File: src/rtl/debug_bus_master.sv
// Byte-stream debug bus master: decodes read/write frames from a host link,
// runs one strobe on the debug bus with timeout, and returns data or ACK/NAK.
module debug_bus_master #(
   parameter int unsigned TIMEOUT_CYCLES = 255
) (
   input  logic        clk,
   input  logic        rst,
   input  logic [7:0]  rx_data,
   input  logic        rx_valid,
   output logic        rx_ready,
   output logic [7:0]  tx_data,
   output logic        tx_valid,
   input  logic        tx_ready,
   output logic [7:0]  dbg_a,
   output logic [15:0] dbg_di,
   input  logic [15:0] dbg_do,
   output logic        dbg_we,
   output logic        dbg_rd,
   input  logic        dbg_ready,
   output logic        busy
);

   localparam logic [7:0] CMD_RD = 8'h01;
   localparam logic [7:0] CMD_WR = 8'h02;
   localparam logic [7:0] RSP_ACK = 8'h06;
   localparam logic [7:0] RSP_NAK = 8'h15;
   localparam logic [8:0] TO_LIMIT = 9'(TIMEOUT_CYCLES);

   typedef enum logic [2:0] {
      S_IDLE, S_ADDR, S_DHI, S_DLO, S_BUS, S_TX_HI, S_TX_LO, S_TX_ACK
   } state_t;

   state_t      state_q, state_d;
   logic        op_wr_q, op_wr_d;
   logic [7:0]  dbg_a_q, dbg_a_d;
   logic [15:0] dbg_di_q, dbg_di_d;
   logic        rd_q, rd_d;
   logic        we_q, we_d;
   logic        tx_valid_q, tx_valid_d;
   logic [7:0]  tx_data_q, tx_data_d;
   logic [15:0] hold_q, hold_d;
   logic [7:0]  cnt_q, cnt_d;
   logic        rx_fire;

   assign rx_ready = (state_q == S_IDLE) || (state_q == S_ADDR) ||
                     (state_q == S_DHI)  || (state_q == S_DLO);
   assign busy     = (state_q != S_IDLE);
   assign rx_fire  = rx_valid && rx_ready;

   always_comb begin
      state_d    = state_q;
      op_wr_d    = op_wr_q;
      dbg_a_d    = dbg_a_q;
      dbg_di_d   = dbg_di_q;
      rd_d       = rd_q;
      we_d       = we_q;
      tx_valid_d = tx_valid_q;
      tx_data_d  = tx_data_q;
      hold_d     = hold_q;
      cnt_d      = cnt_q;
      case (state_q)
         S_IDLE: if (rx_fire) begin
            if (rx_data == CMD_RD) begin
               op_wr_d = 1'b0;
               state_d = S_ADDR;
            end else if (rx_data == CMD_WR) begin
               op_wr_d = 1'b1;
               state_d = S_ADDR;
            end
         end
         S_ADDR: if (rx_fire) begin
            dbg_a_d = rx_data;
            if (op_wr_q) begin
               state_d = S_DHI;
            end else begin
               state_d = S_BUS;
               rd_d    = 1'b1;
               cnt_d   = 8'd0;
            end
         end
         S_DHI: if (rx_fire) begin
            dbg_di_d[15:8] = rx_data;
            state_d        = S_DLO;
         end
         S_DLO: if (rx_fire) begin
            dbg_di_d[7:0] = rx_data;
            state_d       = S_BUS;
            we_d          = 1'b1;
            cnt_d         = 8'd0;
         end
         S_BUS: begin
            // ready on the final allowed cycle still counts as completion
            if (dbg_ready) begin
               rd_d       = 1'b0;
               we_d       = 1'b0;
               tx_valid_d = 1'b1;
               if (op_wr_q) begin
                  tx_data_d = RSP_ACK;
                  state_d   = S_TX_ACK;
               end else begin
                  hold_d    = dbg_do;
                  tx_data_d = dbg_do[15:8];
                  state_d   = S_TX_HI;
               end
            end else begin
               cnt_d = cnt_q + 8'd1;
               if ({1'b0, cnt_q} + 9'd1 >= TO_LIMIT) begin
                  rd_d       = 1'b0;
                  we_d       = 1'b0;
                  tx_valid_d = 1'b1;
                  tx_data_d  = RSP_NAK;
                  state_d    = S_TX_ACK;
               end
            end
         end
         S_TX_HI: if (tx_ready) begin
            tx_data_d = hold_q[7:0];
            state_d   = S_TX_LO;
         end
         S_TX_LO, S_TX_ACK: if (tx_ready) begin
            tx_valid_d = 1'b0;
            state_d    = S_IDLE;
         end
         default: state_d = S_IDLE;
      endcase
   end

   always_ff @(posedge clk) begin
      if (rst) begin
         state_q    <= S_IDLE;
         op_wr_q    <= 1'b0;
         dbg_a_q    <= 8'h00;
         dbg_di_q   <= 16'h0000;
         rd_q       <= 1'b0;
         we_q       <= 1'b0;
         tx_valid_q <= 1'b0;
         tx_data_q  <= 8'h00;
         hold_q     <= 16'h0000;
         cnt_q      <= 8'd0;
      end else begin
         state_q    <= state_d;
         op_wr_q    <= op_wr_d;
         dbg_a_q    <= dbg_a_d;
         dbg_di_q   <= dbg_di_d;
         rd_q       <= rd_d;
         we_q       <= we_d;
         tx_valid_q <= tx_valid_d;
         tx_data_q  <= tx_data_d;
         hold_q     <= hold_d;
         cnt_q      <= cnt_d;
      end
   end

   assign dbg_a    = dbg_a_q;
   assign dbg_di   = dbg_di_q;
   assign dbg_rd   = rd_q;
   assign dbg_we   = we_q;
   assign tx_valid = tx_valid_q;
   assign tx_data  = tx_data_q;

endmodule

File: config.mk
export PLATFORM = sky130hd
export DESIGN_NAME = debug_bus_master
export DESIGN_NICKNAME = d
export VERILOG_FILES = /design/src/rtl/debug_bus_master.sv
export SDC_FILE = /design/constraint.sdc
export NUM_CORES = 1
export LEC_CHECK = 0
export BUFFER_PORTS_ARGS = -buffer_cell sky130_fd_sc_hd__buf_4
export CELL_PAD_IN_SITES_DETAIL_PLACEMENT = 0
export CELL_PAD_IN_SITES_GLOBAL_PLACEMENT = 1
export CORE_AREA = 2 2 104 106
export CTS_BUF_LIST = sky130_fd_sc_hd__clkbuf_8
export CTS_CLUSTER_DIAMETER = 60
export DETAILED_ROUTE_END_ITERATION = 10
export DIE_AREA = 0 0 106 108
export PLACE_DENSITY_LB_ADDON = 0.3
export SYNTH_ARGS = -nofsm -noshare
export SYNTH_HDL_FRONTEND = slang
export SYNTH_SLANG_ARGS = --single-unit
File: constraint.sdc
create_clock -name clk -period 2.3 [get_ports clk]
set_input_delay 0.23 -clock clk [delete_from_list [all_inputs] [get_ports clk]]
set_output_delay 0.23 -clock clk [all_outputs]
set_load 0.05 [all_outputs]
; Word level (Yosys, flattened, before mapping)
; Index checks and enable logic that the tools add are counted.
[classes]
addsub = 2
n_mul = 0
div_mod_pow = 0
n_lt_le_gt_ge = 1
n_eq_ne = 19
shifts = 0
mux = 36
bitwise = 1
n_reduce_logical = 24
[ops]
columns = operator, count
row1 = two-way mux 8 bit, 8
row2 = two-way mux 3 bit, 11
row3 = one-hot mux 8 bit (3 select lines), 1
row4 = one-hot mux 3 bit (7 select lines), 1
row5 = != test 2 bit (second input constant), 8
row6 = one-hot mux 8 bit (2 select lines), 1
row7 = AND reduction 3 bit, 5
row8 = equality test 3 bit (second input constant), 4
row9 = two-way mux 1 bit, 10
row10 = nonzero test 2 bit, 5
row11 = adder 8 x 1 -> 9 bit (second input constant), 1
row12 = >= comparator 9 x 8 -> 1 bit (second input constant), 1
row13 = adder 8 x 1 -> 8 bit (second input constant), 1
row14 = equality test 8 x 1 -> 1 bit (second input constant), 1
row15 = equality test 8 x 2 -> 1 bit (second input constant), 1
row16 = AND reduction 8 bit, 1
row17 = equality test 3 x 2 -> 1 bit (second input constant), 2
row18 = one-hot mux 1 bit (2 select lines), 3
row19 = AND reduction 2 bit, 3
row20 = nonzero test 3 bit, 2
row21 = AND reduction 5 bit, 1
row22 = AND reduction 4 bit, 1
row23 = equality test 3 x 1 -> 1 bit (second input constant), 1
row24 = logical NOT 3 bit, 1
row25 = other kinds (7), 9
[word_totals]
ff_bits = 55
latch_bits = 0
ram_bits = 0
romBits = 0
inputBits = 29
output_inout_bits = 37
elab_cells = 94
mem_count = 0

; Longest topological paths before layout
[depth]
ltp_word = 7
mapped_depth = 7
depth_no_buf = 7

; Worst setup path after synthesis
; Ideal clock, no wire load.
[synth_timing]
path_type = register to register
from = register cnt_q[0]
to = register tx_data_q[0], in the netlist tx_data[0]
setup_time_ps = 120
arrival_time_ps = 1618
required_ps = 2180
slack_ps = 563
stages_incl_launch_ff = 7
path_buffers = 0
synth_period_minus_slack_ps = 1737
cell_sequence = dfxtp_1 -> ha_1 -> nand3_1 -> o21a_1 -> o211ai_2 -> nand2_2 -> a211o_1
[synth_between]
elab_chain_cells = 4
[synth_lines]
columns = element, line_no
row1 = "start, declared", 42  ; logic [7:0] cnt_q, cnt_d;
row2 = "start signal, assigned", 150  ; cnt_q <= cnt_d;
row3 = adder 8 x 1 -> 9 bit, 107  ; if ({1'b0, cnt_q} + 9'd1 >= TO_LIMIT) begin
row4 = >= comparator 9 x 8 -> 1 bit, 107
row5 = != test 3 bit (no source line), -
row6 = AND reduction 3 bit (no source line), -
row7 = "end signal, assigned", 148  ; tx_data_q <= tx_data_d;
row8 = "end, declared", 40  ; logic [7:0] tx_data_q, tx_data_d;
; Every way passes these cells.
; A chain may end at the register's enable or synchronous reset.

; Final worst setup path
; Same ends and word-level chain as after synthesis.

==> metrics.txt <==
status finished, final reports clean; cts repair resizes 0; Synth area leaders dfxtp_1 43%, nand2_1 8.3%, a21oi_1 8.1%, nor2_1 4.0%, a211oi_1 3.5%; post-route ant nets 0; port buffer count 65; Ys Warns 0; clock sink count 55; syn_area_per_cell 8.29 um^2; Synth Area in Simple Gates 25.5%; layout cells sized above 1 24.6%; mapped cell area 2540 um^2; critical path launch point type flop; CP endpoint kind flop; net count of the mapped netlist 338; Worst Hold Class primary input to flop; number of global-route vias before repair 2289; met2 WL post-DR 3.62 mm; CTS Hold Bufs 0; worst r2r dst tx_data[0]$_SDFFE_PP0P_; Min-Delay Startpoint dbg_do[2]; r2r startpoint cnt_q[0]$_SDFFE_PP0P_; Worst Hold End hold_q[2]$_SDFFE_PP0P_; highest clock rate 0.504 GHz; DRT met1 WL 3.58 mm; CTS tree yes; register area share after synthesis 43.3%; FF-to-FF setup slack 0.31 ns; cells after synthesis 307; Die Height 108 um; Synth Area in Adders 0.983%; grt ovf 0; final hold violation count 0; I/O pins 66; # diodes 0; setup TNS 0 ns; wire length per cell 14.6 um; Worst IR Drop VDD 256 uV; crit path max fanout 9; WP data arrival 2.20 ns; crit path cell chain ha_1 > nand3_1 > o21a_1 > o211ai_2 > nand2_2 > a211o_1; first-pass GRT wire length 11.9 mm; largest family of logic cells by synthesized area simple AND/OR/NAND/NOR gates; GPL Wtd Cong 0.775; Max stage delay on crit path 0.42 ns; initial antenna violation count 0; Core Region 10200 um^2; leakage 1.33 nW; die area 11400 um^2; row count 37; post-layout min period 1.99 ns; clock latency on the worst-skew pair 0.31 ns; CP required 2.51 ns; most frequent cells in the layout 73 x buf_4, 56 x nand2_1, 55 x dfxtp_1, 41 x a21oi_1, 27 x nor2_1; Initial Utilization 24.9%; met3 WL post-DR 172 um; Max-slew headroom 58.8%; Post-Synth XOR/XNOR Area 1.03%; ys async rst share 0%; Reg clk slew, reported paths 0.11 ns; top_reg_cell synth dfxtp_1; Detail Placement HPWL 5.32 mm; CTS Buf Count 5; critical path class flop to flop; fin. max-slew vios 0; H-tree Lvls 2; max layer used met4; largest net degree at the start of global routing 52; Area Growth Syn to Fin 30.6%; CTS max path bufs 2; Worst R2R Path Depth 6; tightest hold margin 0.149 ns; mux share of post-synthesis cell area 3.15%; width of the chip 106 um; Synth area leader dfxtp_1; Hold Crit Depth 3; DRC 0; DRT Wirelength 7.45 mm; EDFF count, synth 0; Worst Skew 0.0117 ns; Post-CTS Setup Bufs 0; final setup violation count 0; 1st-pass router iterations 5; GRT Util Overall 13.2%; Yosys cell types 50; PD cells 542 nW/um^2; Tcrit/Tclk final 86.3%; maximum capacitance violations 0; post-synth top area share 43.3%; commonest non-fill, non-tap cell in the layout buf_4; nets@finish 404; Iter 0 DRT Violations 105; worst slew pin tran 0.618 ns; slowest cell on the critical path dfxtp_1; post-DR vias/cell 4.64; flops & latches, synth 55; Synth Area in Compound Gates 22.5%; setup repair after global routing missed its margin false; vias 2365; CTS Root Cell clkbuf_8
[synth_stat cells (all sizes together) (2+ instances only)]
library cell,count
nand3,13
a21oi,41
buf,8
ha,2
o21a,2
a21boi,2
a211oi,13
dfxtp,55
and2,2
a41oi,2
o21ai,14
nand2,58
or3,3
nor2,29
a31oi,3
nand3b,2
inv,5
o211a,2
o211ai,3
and3,6
xor2,2
clkbuf,6
nor2b,2
nor3,5
a211o,3
nor3b,3
mux2i,8
[sequential cells by signal, indices dropped and copies added, names as in the netlist]
register and flops:
dbg_a 8, tx_valid 1, op_wr_q 1, dbg_rd 1, dbg_we 1, cnt_q 8, dbg_di 16, state_q 3
tx_data 8, hold_q 8
[power breakdown]
| part | internal [mW] | leakage [nW] | switching (mW) |
|---|---|---|---|
| clock | 0.431 | 0.0695 | 0.321 |
| combinational | 0.0403 | 0.821 | 0.0561 |
| sequential | 0.952 | 0.443 | 0.000578 |
| total | 1.42 | 1.33 | 0.378 |
[routing by layer]
layer | vias to the layer above | global-route usage [%]
met5 | - | 0
met1 | 1095 | 18.5
met2 | 40 | 21.2
met3 | 5 | 1.87
li1 | 1225 | -
met4 | 0 | 3.85
[how the worst max path moves through the flow]
stage	start	end	slack, ns	cells after the start
finish	cnt_q[0]$_SDFFE_PP0P_	tx_data[0]$_SDFFE_PP0P_	0.31	6
floorplan	cnt_q[0]$_SDFFE_PP0P_	tx_data[0]$_SDFFE_PP0P_	0.56	6
global route	cnt_q[0]$_SDFFE_PP0P_	tx_data[0]$_SDFFE_PP0P_	0.16	6
global placement	cnt_q[0]$_SDFFE_PP0P_	tx_data[4]$_SDFFE_PP0P_	0.38	6
detailed placement	cnt_q[0]$_SDFFE_PP0P_	tx_data[0]$_SDFFE_PP0P_	0.29	6
CTS	cnt_q[0]$_SDFFE_PP0P_	tx_data[0]$_SDFFE_PP0P_	0.29	6
[kinds of logic (layout without fill, tap and decap cells)]
kind of cell               after synthesis  in the layout
buffers and inverters                   19             86
and+or+nand+nor                        130            130
muxes                                    8              8
DFF                                     55             55
xor gates and xnor gates                 3              3
adders and majority gates                2              2
AOI/OAI and AO/OA                       90             90
[cell type report]
cell class / count / area (um^2)
well taps: 136 / 170
flip-flops and latches: 55 / 1100
fillers: 1066 / 6910
clock inverters: 3 / 63.8
multi-input cells: 233 / 1350
clock buffers: 5 / 68.8
inverters: 5 / 18.8
repair buffers: 73 / 548
[through the flow]
step                      instances  total power [mW]  utilization, %  setup WS (ns)  instance area [um^2]
after CTS                       510              1.83            32.5          0.286                  3320
after global routing            510              1.86            32.5          0.160                  3320
after global placement          502              1.07            31.2          0.376                  3190
after floorplan                 307              1.01               -          0.563                  2540
after detailed placement        502              1.07            31.2          0.287                  3190
final                           510              1.80            32.5          0.314                  3320
[worst max-delay path, delay by kind of cell (launching register included)]
family	cells	cell delay, ns
fa+ha+maj	1	0.27
compound gates	3	0.85
simple gates	2	0.36
flops	1	0.42
No activity file was read; power rests on OpenSTA's default activity.
